**src/rtl/hazard_stall_unit_if.sv**
```systemverilog
// Bundle between the ID stage and the hazard/stall unit: ID-stage fields in,
// stall controls and shadow-register fields out.
interface hazard_stall_unit_if #(
  parameter int unsigned REG_W = 2,
  parameter int unsigned CNT_W = 8
);
  logic [REG_W-1:0] IFID_rs;
  logic [REG_W-1:0] IFID_rt;
  logic [REG_W-1:0] IFID_rd;
  logic             IFID_RegWrite;
  logic             IFID_MemRead;
  logic             IFID_valid;
  logic             branch_taken;
  logic             PCWrite;
  logic             IFIDWrite;
  logic             IFIDFlush;
  logic             IDEX_bubble;
  logic [REG_W-1:0] IDEX_rs;
  logic [REG_W-1:0] IDEX_rt;
  logic [REG_W-1:0] IDEX_rd;
  logic             IDEX_RegWrite;
  logic             IDEX_MemRead;
  logic [REG_W-1:0] EXMEM_rd;
  logic             EXMEM_RegWrite;
  logic [REG_W-1:0] MEMWB_rd;
  logic             MEMWB_RegWrite;
  logic [CNT_W-1:0] stall_count;

  modport master (
    output IFID_rs, IFID_rt, IFID_rd, IFID_RegWrite, IFID_MemRead, IFID_valid, branch_taken,
    input  PCWrite, IFIDWrite, IFIDFlush, IDEX_bubble,
    input  IDEX_rs, IDEX_rt, IDEX_rd, IDEX_RegWrite, IDEX_MemRead,
    input  EXMEM_rd, EXMEM_RegWrite, MEMWB_rd, MEMWB_RegWrite, stall_count
  );

  modport slave (
    input  IFID_rs, IFID_rt, IFID_rd, IFID_RegWrite, IFID_MemRead, IFID_valid, branch_taken,
    output PCWrite, IFIDWrite, IFIDFlush, IDEX_bubble,
    output IDEX_rs, IDEX_rt, IDEX_rd, IDEX_RegWrite, IDEX_MemRead,
    output EXMEM_rd, EXMEM_RegWrite, MEMWB_rd, MEMWB_RegWrite, stall_count
  );
endinterface

```
**src/rtl/hazard_stall_unit.sv**
```systemverilog
// Load-use hazard detection with multi-cycle bubble insertion, branch flush
// generation and ID/EX, EX/MEM, MEM/WB shadow registers for the bypass path.
module hazard_stall_unit #(
  parameter int unsigned REG_W        = 2,
  parameter int unsigned STALL_CYCLES = 1,
  parameter int unsigned CNT_W        = 8
) (
  input  logic               clk,
  input  logic               rst_n,
  hazard_stall_unit_if.slave bus
);
  localparam int unsigned HOLD_W = 3;

  typedef enum logic {RUN, HOLD} state_t;

  state_t            state, state_next;
  logic [HOLD_W-1:0] hold_cnt, hold_next;
  logic              hazard, stall;

  logic [REG_W-1:0]  idex_rs, idex_rt, idex_rd, exmem_rd, memwb_rd;
  logic              idex_rw, idex_mr, exmem_rw, memwb_rw;
  logic [CNT_W-1:0]  stall_cnt;

  assign hazard = bus.IFID_valid & idex_mr & idex_rw & (idex_rd != '0) &
                  ((idex_rd == bus.IFID_rs) | (idex_rd == bus.IFID_rt));

  always_ff @(posedge clk or negedge rst_n) begin
    if (!rst_n) begin
      state    <= RUN;
      hold_cnt <= '0;
    end else begin
      state    <= state_next;
      hold_cnt <= hold_next;
    end
  end

  // The first stall cycle is spent in RUN, so HOLD covers the remaining STALL_CYCLES-1.
  always_comb begin
    state_next = state;
    hold_next  = hold_cnt;
    unique case (state)
      RUN: begin
        if (hazard && (STALL_CYCLES > 1)) begin
          state_next = HOLD;
          hold_next  = HOLD_W'(STALL_CYCLES - 1);
        end
      end
      HOLD: begin
        hold_next = hold_cnt - 1'b1;
        if (hold_cnt == HOLD_W'(1)) begin
          state_next = RUN;
          hold_next  = '0;
        end
      end
      default: begin
        state_next = RUN;
        hold_next  = '0;
      end
    endcase
  end

  always_comb begin
    stall         = (state == HOLD) | ((state == RUN) & hazard);
    bus.PCWrite   = ~stall;
    bus.IFIDWrite = ~stall;
    bus.IDEX_bubble = stall;
    bus.IFIDFlush = bus.branch_taken & bus.IFID_valid & ~stall;
  end

  always_ff @(posedge clk or negedge rst_n) begin
    if (!rst_n) begin
      idex_rs   <= '0;
      idex_rt   <= '0;
      idex_rd   <= '0;
      idex_rw   <= 1'b0;
      idex_mr   <= 1'b0;
      exmem_rd  <= '0;
      exmem_rw  <= 1'b0;
      memwb_rd  <= '0;
      memwb_rw  <= 1'b0;
      stall_cnt <= '0;
    end else begin
      if (stall || !bus.IFID_valid) begin
        idex_rs <= '0;
        idex_rt <= '0;
        idex_rd <= '0;
        idex_rw <= 1'b0;
        idex_mr <= 1'b0;
      end else begin
        idex_rs <= bus.IFID_rs;
        idex_rt <= bus.IFID_rt;
        idex_rd <= bus.IFID_rd;
        idex_rw <= bus.IFID_RegWrite;
        idex_mr <= bus.IFID_MemRead;
      end
      exmem_rd <= idex_rd;
      exmem_rw <= idex_rw;
      memwb_rd <= exmem_rd;
      memwb_rw <= exmem_rw;
      if (stall && (stall_cnt != '1)) begin
        stall_cnt <= stall_cnt + 1'b1;
      end
    end
  end

  assign bus.IDEX_rs        = idex_rs;
  assign bus.IDEX_rt        = idex_rt;
  assign bus.IDEX_rd        = idex_rd;
  assign bus.IDEX_RegWrite  = idex_rw;
  assign bus.IDEX_MemRead   = idex_mr;
  assign bus.EXMEM_rd       = exmem_rd;
  assign bus.EXMEM_RegWrite = exmem_rw;
  assign bus.MEMWB_rd       = memwb_rd;
  assign bus.MEMWB_RegWrite = memwb_rw;
  assign bus.stall_count    = stall_cnt;
endmodule

```
**src/flat_wrapper.sv**
```systemverilog
// flat-port wrapper written by rule: the top's interface ports become plain ports
module hazard_stall_unit_flat 
#(
  parameter int unsigned REG_W        = 2,
  parameter int unsigned STALL_CYCLES = 1,
  parameter int unsigned CNT_W        = 8
)
  (clk, rst_n, bus_IFID_rs, bus_IFID_rt, bus_IFID_rd, bus_IFID_RegWrite, bus_IFID_MemRead, bus_IFID_valid, bus_branch_taken, bus_PCWrite, bus_IFIDWrite, bus_IFIDFlush, bus_IDEX_bubble, bus_IDEX_rs, bus_IDEX_rt, bus_IDEX_rd, bus_IDEX_RegWrite, bus_IDEX_MemRead, bus_EXMEM_rd, bus_EXMEM_RegWrite, bus_MEMWB_rd, bus_MEMWB_RegWrite, bus_stall_count);
  hazard_stall_unit_if #(.REG_W(REG_W), .CNT_W(CNT_W)) bus_i ();
  input  logic clk;
  input  logic rst_n;
  input wire logic [$bits(bus_i.IFID_rs)-1:0] bus_IFID_rs;
  input wire logic [$bits(bus_i.IFID_rt)-1:0] bus_IFID_rt;
  input wire logic [$bits(bus_i.IFID_rd)-1:0] bus_IFID_rd;
  input wire logic [$bits(bus_i.IFID_RegWrite)-1:0] bus_IFID_RegWrite;
  input wire logic [$bits(bus_i.IFID_MemRead)-1:0] bus_IFID_MemRead;
  input wire logic [$bits(bus_i.IFID_valid)-1:0] bus_IFID_valid;
  input wire logic [$bits(bus_i.branch_taken)-1:0] bus_branch_taken;
  output wire logic [$bits(bus_i.PCWrite)-1:0] bus_PCWrite;
  output wire logic [$bits(bus_i.IFIDWrite)-1:0] bus_IFIDWrite;
  output wire logic [$bits(bus_i.IFIDFlush)-1:0] bus_IFIDFlush;
  output wire logic [$bits(bus_i.IDEX_bubble)-1:0] bus_IDEX_bubble;
  output wire logic [$bits(bus_i.IDEX_rs)-1:0] bus_IDEX_rs;
  output wire logic [$bits(bus_i.IDEX_rt)-1:0] bus_IDEX_rt;
  output wire logic [$bits(bus_i.IDEX_rd)-1:0] bus_IDEX_rd;
  output wire logic [$bits(bus_i.IDEX_RegWrite)-1:0] bus_IDEX_RegWrite;
  output wire logic [$bits(bus_i.IDEX_MemRead)-1:0] bus_IDEX_MemRead;
  output wire logic [$bits(bus_i.EXMEM_rd)-1:0] bus_EXMEM_rd;
  output wire logic [$bits(bus_i.EXMEM_RegWrite)-1:0] bus_EXMEM_RegWrite;
  output wire logic [$bits(bus_i.MEMWB_rd)-1:0] bus_MEMWB_rd;
  output wire logic [$bits(bus_i.MEMWB_RegWrite)-1:0] bus_MEMWB_RegWrite;
  output wire logic [$bits(bus_i.stall_count)-1:0] bus_stall_count;
  assign bus_i.IFID_rs = bus_IFID_rs;
  assign bus_i.IFID_rt = bus_IFID_rt;
  assign bus_i.IFID_rd = bus_IFID_rd;
  assign bus_i.IFID_RegWrite = bus_IFID_RegWrite;
  assign bus_i.IFID_MemRead = bus_IFID_MemRead;
  assign bus_i.IFID_valid = bus_IFID_valid;
  assign bus_i.branch_taken = bus_branch_taken;
  assign bus_PCWrite = bus_i.PCWrite;
  assign bus_IFIDWrite = bus_i.IFIDWrite;
  assign bus_IFIDFlush = bus_i.IFIDFlush;
  assign bus_IDEX_bubble = bus_i.IDEX_bubble;
  assign bus_IDEX_rs = bus_i.IDEX_rs;
  assign bus_IDEX_rt = bus_i.IDEX_rt;
  assign bus_IDEX_rd = bus_i.IDEX_rd;
  assign bus_IDEX_RegWrite = bus_i.IDEX_RegWrite;
  assign bus_IDEX_MemRead = bus_i.IDEX_MemRead;
  assign bus_EXMEM_rd = bus_i.EXMEM_rd;
  assign bus_EXMEM_RegWrite = bus_i.EXMEM_RegWrite;
  assign bus_MEMWB_rd = bus_i.MEMWB_rd;
  assign bus_MEMWB_RegWrite = bus_i.MEMWB_RegWrite;
  assign bus_stall_count = bus_i.stall_count;
  hazard_stall_unit #(.REG_W(REG_W), .STALL_CYCLES(STALL_CYCLES), .CNT_W(CNT_W)) u_core (.clk(clk), .rst_n(rst_n), .bus(bus_i));
endmodule
```
**config.mk**
```make
export PLATFORM = sky130hd
export DESIGN_NAME = hazard_stall_unit_flat
export DESIGN_NICKNAME = d
export VERILOG_FILES = /design/src/rtl/hazard_stall_unit_if.sv /design/src/rtl/hazard_stall_unit.sv /design/src/flat_wrapper.sv
export SDC_FILE = /design/constraint.sdc
export NUM_CORES = 1
export LEC_CHECK = 0
export ABC_AREA = 1
export CORE_UTILIZATION = 45
export CTS_CLUSTER_DIAMETER = 150
export DETAILED_ROUTE_END_ITERATION = 6
export PLACE_DENSITY_LB_ADDON = 0.05
export SLEW_MARGIN = 5
export SYNTH_ARGS = -nofsm -noshare
export SYNTH_HDL_FRONTEND = slang
export SYNTH_SLANG_ARGS = --single-unit
```
**constraint.sdc**
```tcl
create_clock -name clk -period 2.07 [get_ports clk]
set_input_delay 0.3105 -clock clk [delete_from_list [all_inputs] [get_ports clk]]
set_output_delay 0.3105 -clock clk [all_outputs]
set_load 0.1 [all_outputs]
```
# ---- After elaboration in Yosys (flattened, before gate mapping)
# Index checks and enable logic that the tools add are counted.
dict set report totals {
  out_inout_bits 26
  wordCells 41
  regBits 26
  input_bits 12
}
dict set report classes {
  reduce_logical 4
  n_addsub 2
  bitwise 11
  n_eq_ne 4
  mux 8
}
# op count
set ops {}
lappend ops {{$add 8x1->8 const B} 1}
lappend ops {{$ne 8x8->1 const B} 1}
lappend ops {{$and 1x1->1} 7}
lappend ops {{$mux 2} 3}
lappend ops {{$eq 2x2->1} 2}
lappend ops {{$mux 1} 4}
lappend ops {{$eq 3x1->1 const B} 1}
lappend ops {{$mux 3} 1}
lappend ops {{$sub 3x1->3 const B} 1}
lappend ops {{$not 1->1} 2}
lappend ops {{$or 1x1->1} 2}
lappend ops {{$reduce_bool 2->1} 1}
lappend ops {{$logic_and 1x1->1} 1}
lappend ops {{$logic_not 1->1} 1}
lappend ops {{$logic_or 1x1->1} 1}

# ---- Longest topological paths before layout
# Gate-level depths: netlist (run 1).
dict set report depth {
  ltp_word 8
  ltp_mapped 10
  mapped_depth_nobuf 10
}

# ---- Worst setup path after synthesis (run 1)
# Ideal clock, no wire load.
dict set report synth_timing {
  path_kind {register to output}
  start {register u_core.idex_rd[1], in the netlist u_core.bus.IDEX_rd[1]}
  end {output bus_IFIDFlush}
  path_stages_with_launch 10
  setup_slack_ns -1.237
  required_time_ns 1.760
  t_arrival_ns 2.996
  cell_sequence {dfrtp_1 inv_1 nand2_1 nand2_1 nand2_1 nand2_1 nand2_1 nand2_2 buf_6 nor2_1}
}
dict set report synth_via {
  elab_chain_cells 7
  word_cells_on_any_way 10
  cone_classes {eq/ne: 2; bitwise: 7; reduce/logical: 1}
}
# item line
set synth_rtl {}
lappend synth_rtl {{start: declaration} hazard_stall_unit.sv:20} ;# logic [REG_W-1:0] idex_rs, idex_rt, idex_rd, exmem_rd, memwb_rd;
lappend synth_rtl {{start signal: assignment} hazard_stall_unit.sv:92} ;# idex_rd <= bus.IFID_rd;
lappend synth_rtl {{$eq 2x2->1 or $reduce_bool 2->1 (tied branches)} {hazard_stall_unit.sv:25, hazard_stall_unit.sv:24}}
lappend synth_rtl {{$or 1x1->1 or $and 1x1->1 (tied branches)} {hazard_stall_unit.sv:25, hazard_stall_unit.sv:24}}
lappend synth_rtl {{$and 1x1->1 (*)} hazard_stall_unit.sv:24} ;# assign hazard = bus.IFID_valid & idex_mr & idex_rw & (idex_rd != '0) &
lappend synth_rtl {{$and 1x1->1 (*)} hazard_stall_unit.sv:63} ;# stall = (state == HOLD) | ((state == RUN) & hazard);
lappend synth_rtl {{$or 1x1->1 (*)} hazard_stall_unit.sv:63}
lappend synth_rtl {{via bus_IDEX_bubble} flat_wrapper.sv:22} ;# output wire logic [$bits(bus_i.IDEX_bubble)-1:0] bus_IDEX_bubble;
lappend synth_rtl {{$not 1->1 (*)} hazard_stall_unit.sv:67} ;# bus.IFIDFlush = bus.branch_taken & bus.IFID_valid & ~stall;
lappend synth_rtl {{$and 1x1->1 (*)} hazard_stall_unit.sv:67}
lappend synth_rtl {{end: declaration} flat_wrapper.sv:21} ;# output wire logic [$bits(bus_i.IFIDFlush)-1:0] bus_IFIDFlush;
# The timed path passes the listed nets; every way through them passes the cells marked *.

# ---- Final worst setup path (run 1)
dict set report layout_timing {
  start {register u_core.idex_rd[1], in the netlist u_core.bus.IDEX_rd[1]}
  end {output bus_IFIDWrite}
}
dict set report layout_via {
  elab_chain_cells 6
  word_cells_on_any_way 9
  cone_classes {eq/ne: 2; bitwise: 6; reduce/logical: 1}
}
# item line
set layout_rtl {}
lappend layout_rtl {{$eq 2x2->1 or $reduce_bool 2->1 (tied branches)} {hazard_stall_unit.sv:25, hazard_stall_unit.sv:24}}
lappend layout_rtl {{$or 1x1->1 or $and 1x1->1 (tied branches)} {hazard_stall_unit.sv:25, hazard_stall_unit.sv:24}}
lappend layout_rtl {{$and 1x1->1 (*)} hazard_stall_unit.sv:24}
lappend layout_rtl {{$and 1x1->1 (*)} hazard_stall_unit.sv:63}
lappend layout_rtl {{$or 1x1->1 (*)} hazard_stall_unit.sv:63}
lappend layout_rtl {{$not 1->1 (*)} hazard_stall_unit.sv:65} ;# bus.IFIDWrite = ~stall;
lappend layout_rtl {{end: declaration} flat_wrapper.sv:20} ;# output wire logic [$bits(bus_i.IFIDWrite)-1:0] bus_IFIDWrite;
# Mark *: on every way between the ends. The rest lies on a longest branch, timed or not.

==> results of run 1 <==
==> synthesized netlist by cell type, types with 2 or more instances <==
master / instances / area [um^2]
sky130_fd_sc_hd__dfrtp_1: 26 / 651
sky130_fd_sc_hd__ha_1: 3 / 37.5
sky130_fd_sc_hd__inv_1: 16 / 60.1
sky130_fd_sc_hd__nand2_1: 37 / 139
sky130_fd_sc_hd__nand2_4: 2 / 22.5
sky130_fd_sc_hd__nand3_1: 11 / 55.1
sky130_fd_sc_hd__nor2_1: 10 / 37.5
sky130_fd_sc_hd__o21ai_0: 2 / 10.0
sky130_fd_sc_hd__xnor2_1: 3 / 26.3
sky130_fd_sc_hd__xor2_1: 3 / 26.3
==> stage by stage <==
stage / setup WS [ns] / area, um^2
after global placement: 0.204 / 1570
after global routing: 0.0531 / 1600
final: 0.176 / 1600
after floorplan: 0.000417 / 1190
after detailed placement: 0.194 / 1570
after CTS: 0.148 / 1600
==> worst max-delay path: stages (launching register included) <==
cell,delay (ns)
sky130_fd_sc_hd__dfrtp_4,0.53
sky130_fd_sc_hd__inv_2,0.09
sky130_fd_sc_hd__nand2_1,0.05
sky130_fd_sc_hd__nand2_1,0.05
sky130_fd_sc_hd__nand2_1,0.05
sky130_fd_sc_hd__nand2_1,0.05
sky130_fd_sc_hd__nand2_1,0.05
sky130_fd_sc_hd__nand2_2,0.15
sky130_fd_sc_hd__inv_4,0.08
sky130_fd_sc_hd__buf_12,0.17
==> worst paths after layout <==
| check | startpoint | to | cells past startpoint |
|---|---|---|---|
| min in group clk | u_core.bus.EXMEM_rd[0] | u_core.bus.MEMWB_rd[0] | 0 |
| worst max-delay path | u_core.bus.IDEX_rd[1] | bus_IFIDWrite | 9 |
| worst max register to register | u_core.bus.IDEX_rd[1] | u_core.bus.stall_count[0] | 11 |
| worst min-delay path | rst_n | u_core.bus.stall_count[0] | 2 |
| worst min register to register | u_core.bus.EXMEM_rd[0] | u_core.bus.MEMWB_rd[0] | 0 |
| max in group asynchronous | rst_n | u_core.bus.IDEX_rd[1] | 2 |
==> cell usage in the layout (no fill, tap or decap), types with 3 or more instances in the layout <==
cell,Yosys,layout
sky130_fd_sc_hd__buf_4,1,24
sky130_fd_sc_hd__xnor2_1,3,3
sky130_fd_sc_hd__nand2_1,37,37
sky130_fd_sc_hd__clkdlybuf4s50_1,0,11
sky130_fd_sc_hd__xor2_1,3,3
sky130_fd_sc_hd__clkbuf_4,0,3
sky130_fd_sc_hd__nor2_1,10,9
sky130_fd_sc_hd__buf_12,0,4
sky130_fd_sc_hd__dfrtp_1,26,22
sky130_fd_sc_hd__ha_1,3,3
sky130_fd_sc_hd__inv_1,16,14
sky130_fd_sc_hd__nand3_1,11,11
==> power by group through the flow <==
stage          sequential [W]  combinational (W)  clock [W]
2_1_floorplan        0.000695          0.0000406          0
6_report             0.000544           0.000261   0.000209
3_5_place_dp         0.000554           0.000264          0
3_3_place_gp         0.000553           0.000261          0
5_1_grt              0.000547           0.000275   0.000232
4_1_cts              0.000544           0.000264   0.000217
==> sequential cells by signal, summed over array words and instances, names as in the netlist <==
name and cells:
u_core.bus.stall_count 8, u_core.hold_cnt 3, u_core.bus.EXMEM_rd 2, u_core.bus.IDEX_rd 2, u_core.bus.IDEX_rs 2, u_core.bus.IDEX_rt 2, u_core.bus.MEMWB_rd 2, u_core.bus.EXMEM_RegWrite 1
u_core.bus.IDEX_MemRead 1, u_core.bus.IDEX_RegWrite 1, u_core.bus.MEMWB_RegWrite 1, u_core.state 1
==> final cells by class <==
type                       count  area share
sequential                    26       0.414
multi-input combinational     80       0.275
timing repair buffer          39       0.232
inverter                      17      0.0415
tap                           30      0.0235
clock buffer                   3      0.0141
==> cell families (layout without fill, tap and decap cells) <==
| kind of cell | Yosys count | after routing |
|---|---|---|
| AO/OA/AOI/OAI | 5 | 5 |
| XOR/XNOR | 6 | 6 |
| adder cells (fa/ha/maj) | 3 | 3 |
| AND/OR/NAND/NOR | 66 | 66 |
| buffers and inverters | 19 | 59 |
| flip-flops | 26 | 26 |
==> per-layer routing <==
metal  part of all wire  routed length (um)  up-vias
li1                   -                   -      463
met5                  0                   0        -
met2               0.51                1130       24
met4             0.0095                  21        0
met1               0.44                 978      431
met3              0.041                  91        4
==> results.txt, run 1 <==
The tools report the count of final max-slew check failures as 0. The number of nets handed over by synthesis was 140. The total routing resource utilization after global routing was 0.181.

Once detailed placement completed, the half-perimeter wirelength came to 1710 um. The synthesized design contains 0 enable-type register cells. The simple-gate portion of the synthesized area was 0.266. Dividing the detail-routed via count by the number of cells gives 4.73.

The share of synthesized flip-flops with an asynchronous set or reset is 1.00. No sink is reached through more buffers than the 2 on the longest clock path. The routed layout has 922 vias. Entering global routing, the biggest net connects 27 pins. The post-synthesis share of cell area spent on full adders, half adders and majority gates was 0.0322; the switching power was 0.000355 W.

The area growth from synthesis to layout is 37.1%. STA classifies the critical path endpoint as an output pin. Counting distinct cell types in the post-synthesis netlist gives 22. The post-cts resize count is 0. The post-synthesis share of cell area spent on xor and xnor gates is 0.0451. From left edge to right edge, the die measures 52.9 um. After synthesis the netlist holds a flip-flop and latch count of 26.

Setup violations remaining at the end of the flow were counted as 0. Dividing total power by cell area gives a power density of 635 nW/um^2. Dominant combinational cell family by area after synthesis: simple AND/OR/NAND/NOR gates.

The synthesized-area fraction occupied by ao, oa, aoi and oai cells works out to 0.0269. For the post-layout net count, the log shows 182. The run gives 1.76 ns as the data required time at the worst endpoint. The logs give 0 for the number of diodes added for antenna fixing and 0.536 for the sequential cell fraction of total power. The type of the setup path with the least slack is flop to output pin. After layout, the design draws a total of 0.00101 W.

For the fraction of power consumed by combinational cells, the log shows 0.258. The number of placed I/O pins was 38. The tools report the number of global-route vias before repair as 781. In the final layout, the multi-input gates occupy 439 um^2.

The routing usage on met2 came out at 0.287. The final clock period utilization by the worst path is 0.915, and the fraction of layout instances using a drive strength above 1 is 0.279. Between clock sinks in the finished design, the worst skew comes to 0.00220 ns. The level count of the clock H-tree was 1. The area occupied by registers came out at 661 um^2. met2 is the most crowded layer. The minimum clock period is 1.89 ns. The clock network latency to the later pin of the worst-skew pair was 0.31 ns. Once the clock tree was built, the setup fixing pass inserted 0 buffers. The share of cell area taken by muxes after synthesis came out at 0. The run gives 0 as the total global routing overflow.

The run gives 1.58 ns as the arrival time at the worst endpoint. The internal power consumption is 0.000659 W, and the reg2reg setup slack is 0.52 ns. Clock tree synthesis selected as its root buffer the cell sky130_fd_sc_hd__clkbuf_4. After clock tree synthesis, the clock-pin slew on the worst setup and hold paths is 0.13 ns. The number of buffer cells added on primary ports was 37; the total of hold buffers inserted after clock tree synthesis was 0. The initial standard-cell utilization of the core was 0.475; the met1 usage in global routing was 0.241. The clock network power share came out at 0.206.

The post-detailed-route DRC marker count is 0, and the highest clock frequency the design can meet is 528 MHz. The slew at the pin with the worst max-slew slack is 0.329 ns, and the netlist area before placement is 1160 um^2. The run finished with clean final reports. For this run, the number of Yosys warnings is 0. The die covers 2800 um^2. The part of the Yosys area used for sequential elements was 0.559; the residual antenna-violating net count after detailed routing was 0.

Nature of the critical path startpoint: a flop. The logs give 0.650 for the utilization after layout and 0.417 mV for the worst ir drop on vdd. The run gives 0 ns as the total negative slack. After synthesis, the mean cell area works out to 9.32 um^2. TritonCTS built the clock tree.

The region available for standard cell placement spans 2450 um^2. The tools report the worst-case headroom to the max-slew limit as 0.780. In this run, CTS created clock tree buffers numbering 3.

The number of cells after detailed placement was 192; the synthesized instance count was 125. Initial antenna violation count: 0. The logs give 0 for the hold violation total from the final report and 18 for the total number of placement rows. The worst-path maximum fanout works out to 5. The filler-free cell count of the finished design was 195; the final wirelength was 2220 um. The first global-routing pass estimated 3550 um of wire. The CTS sink count came out at 26. The die is 52.9 um tall. The min-delay analysis places its worst path in the category input pin to async pin. The reported max-cap violation count is 0.

The number of fillers in the final layout came out at 234. Setup repair after global routing left no endpoint under its margin. The net switching share of the total power is 0.350, and the minimum hold slack is 0.347 ns.

Average wire per standard cell: 11.4 um. Routability-driven placement finished with a final weighted congestion of 0.729. The tools report the leakage power total as 0.844 nW.

The first detailed-routing pass ran for 5 iterations. The first routing iteration left 9 violations. For the met3 global-route usage, the log shows 0.0316. Most frequently used flop master after synthesis: sky130_fd_sc_hd__dfrtp_1.
Power figures use the tool's default switching activity.
==> inputs of run 2 (changes only) <==
- CORE_MARGIN: not set -> 3
- HOLD_SLACK_MARGIN: not set -> 0.15
==> results.txt, run 2 (same netlist as run 1, synthesis figures left out) <==
The area of the multi-input gates was 444 um^2 (was 439 um^2). The initial standard-cell utilization of the core came out at 0.498 (was 0.475). The standard cell with the maximum stage delay on the critical path was sky130_fd_sc_hd__dfrtp_4 (unchanged).

The number of buffer cells added on primary ports was 37 (unchanged); the hold violation total from the final report was 0 (unchanged). For the number of buffers created by CTS, the log shows 3 (unchanged). The number of iterations in the first detailed-routing pass is 4 (was 5), and the total routing resource utilization after global routing is 0.151 (was 0.181).

The vertical extent of the die is 56.9 um (was 52.9 um). Most common cell after layout, fill and taps aside: sky130_fd_sc_hd__nand2_1 (unchanged). The count of final max-slew check failures was 0 (unchanged); the average wire per standard cell was 11.7 um (was 11.4 um). The die footprint was 3240 um^2 (was 2800 um^2); the final weighted congestion of routability-driven global placement was 0.754 (was 0.729). The number of placed I/O pins is 38 (unchanged). Commonest non-fill, non-tap cells in the layout: 37 x sky130_fd_sc_hd__nand2_1, 25 x sky130_fd_sc_hd__buf_4, 22 x sky130_fd_sc_hd__dfrtp_1 (was 37 x sky130_fd_sc_hd__nand2_1, 24 x sky130_fd_sc_hd__buf_4, 22 x sky130_fd_sc_hd__dfrtp_1).

For the worst-case headroom to the max-slew limit, the log shows 0.786 (was 0.780). Kind of end point of the critical path: an output pin (unchanged). Total placed instance area: 1580 um^2 (was 1570 um^2).

The tools report the leakage power total as 0.864 nW (was 0.844 nW). The tools report the clock root buffer as sky130_fd_sc_hd__clkbuf_4 (unchanged). The tools report the clock network latency to the later pin of the worst-skew pair as 0.33 ns (was 0.31 ns).

Core area: 2340 um^2 (was 2450 um^2). The tools report the final wirelength as 2290 um (was 2220 um). The utilization after layout is 0.699 (was 0.650).

The logs give 0 (unchanged) for the total global routing overflow and 0.0102 ns (was 0.00220 ns) for the worst clock skew on the final layout. The run gives 26 (unchanged) as the CTS sink count. The number of flip-flops in the largest register is 8 (unchanged), and the total non-filler cell area in the finished layout is 1640 um^2 (was 1600 um^2).

The maximum buffer depth of the clock tree was 2 (unchanged); the minimum clock period was 1.94 ns (was 1.89 ns). The run gives 915 (was 922) as the total vias in the final route. TritonCTS built the clock tree. The arrival time at the worst endpoint was 1.62 ns (was 1.58 ns); the areal power density over the cells was 707 nW/um^2 (was 635 nW/um^2).

The worst-path maximum fanout is 7 (was 5), and the fraction of layout instances using a drive strength above 1 is 0.287 (was 0.279). The run gives 868 (was 781) as the number of global-route vias before repair. The horizontal extent of the die is 56.9 um (was 52.9 um).

The slew at the pin with the worst max-slew slack came out at 0.321 ns (was 0.329 ns). The type of the setup path with the least slack is flop to output pin (unchanged). Setup repair after global routing left no endpoint under its margin. The initial antenna violation count is 0 (unchanged). The tools report the worst setup slack after layout as 0.135 ns (was 0.176 ns). The post-synthesis to final-layout area growth was 40.5% (was 37.1%); the total number of placement rows was 17 (was 18).

The reported max-cap violation count is 0 (unchanged). Most frequent cell on the critical path: sky130_fd_sc_hd__nand2_1 (unchanged). For the total negative slack, the log shows 0 ns (unchanged). The logs give 1760 um (was 1710 um) for the post-DP HPWL and 0 (unchanged) for the final number of setup-violating endpoints. The logs give 0.139 ns (was 0.194 ns) for the pre-CTS setup slack and 1 (unchanged) for the level count of the clock H-tree. The reg2reg setup slack was 0.55 ns (was 0.52 ns). The clock transition time at the flip-flop clock pins of the worst setup and hold paths came out at 0.15 ns (was 0.13 ns). The run finished with clean final reports. The data required time at the worst endpoint is 1.76 ns (about the same). The run gives 183 (was 182) as the post-layout net count.

The residual antenna-violating net count after detailed routing was 0 (unchanged). The highest clock frequency the design can meet was 517 MHz (was 528 MHz). The post-detailed-route DRC marker count is 0 (unchanged), and the worst ir drop on vdd is 0.636 mV (was 0.417 mV).

The number of diodes added for antenna fixing came out at 0 (unchanged). The largest net degree at the start of global routing was 27 (unchanged). The wire length of the first global-routing pass was 3850 um (was 3550 um). The tools report the number of fillers in the final layout as 200 (was 234). Nature of the critical path startpoint: a flop (unchanged). The maximum single-stage delay on the critical path is 0.54 ns (was 0.53 ns), and the number of DRC markers in iteration 0 is 23 (was 9). The mean number of vias per cell is 4.69 (was 4.73).

The final clock period utilization by the worst path works out to 0.935 (was 0.915). The worst hold path class is input pin to async pin (unchanged). The area occupied by registers came out at 661 um^2 (unchanged).

Worst-path cell chain: xnor2_1, nand2_1, nand2_1, nand2_1, nand2_4, nor2_4, buf_12 (was inv_2, nand2_1, nand2_1, nand2_1, nand2_1, nand2_1, nand2_2, inv_4, buf_12). For the total of hold buffers inserted after clock tree synthesis, the log shows 0 (unchanged).
==> run 2: cell count changes in the layout (fill, tap and decap cells not counted) <==
cell,delta
sky130_fd_sc_hd__nand2_4,+1
sky130_fd_sc_hd__buf_4,+1
sky130_fd_sc_hd__nand2_2,-1
sky130_fd_sc_hd__bufinv_16,+1
==> run 2: final timing paths <==
kind,from,to,depth (start not counted)
max in group asynchronous,rst_n,u_core.bus.IDEX_rd[0],2
min in group clk,u_core.bus.EXMEM_rd[1],u_core.bus.MEMWB_rd[1],0
worst min-delay path,rst_n,u_core.bus.IDEX_RegWrite,2
worst max-delay path,u_core.bus.IDEX_rd[0],bus_IFIDFlush,7
worst max register to register,u_core.bus.IDEX_rd[0],u_core.bus.stall_count[1],9
worst min register to register,u_core.bus.EXMEM_rd[1],u_core.bus.MEMWB_rd[1],0
==> run 2: repair_timing <==
| action | CTS | global route |
|---|---|---|
| buffers inserted | 0 | 0 |
| gates resized for setup | 0 | 1 |
| endpoints found under the setup margin | 0 | 2 |
==> run 2: per-stage QoR <==
step                total power, W  hold slack, ns  std cells
floorplan                 0.000735          0.0149        125
global placement          0.000817           0.358        191
detailed placement        0.000819           0.362        191
CTS                        0.00117           0.345        195
global route               0.00119           0.344        195
finish                     0.00116           0.332        195
==> run 2: cell type report <==
type / count / area share
Clock buffer: 3 / 0.0138
Clock inverter: 1 / 0.0183
Inverter: 17 / 0.0405
Multi-Input combinational cell: 80 / 0.271
Sequential cell: 26 / 0.404
Tap cell: 28 / 0.0214
Timing Repair Buffer: 40 / 0.231
==> run 2: worst max-delay path: cells and delay by family (launching register included) <==
| family | cells | cell delay (ns) |
|---|---|---|
| flops | 1 | 0.54 |
| buf+inv | 1 | 0.18 |
| simple gates | 5 | 0.45 |
| xor+xnor | 1 | 0.14 |
==> run 2: layer usage <==
layer | up-vias | part of all wire | GRT usage
li1 | 468 | - | -
met1 | 422 | 0.45 | 0.189
met2 | 23 | 0.49 | 0.261
met3 | 2 | 0.058 | 0.0483
met4 | 0 | 0.0061 | 0.0199
met5 | - | 0 | 0
==> run 2: power breakdown <==
part | switching, W | leakage (nW) | total, W | internal, W
combinational | 0.000199 | 0.494 | 0.000263 | 0.0000640
sequential | 0.0000154 | 0.342 | 0.000544 | 0.000529
clock | 0.000154 | 0.0279 | 0.000349 | 0.000196
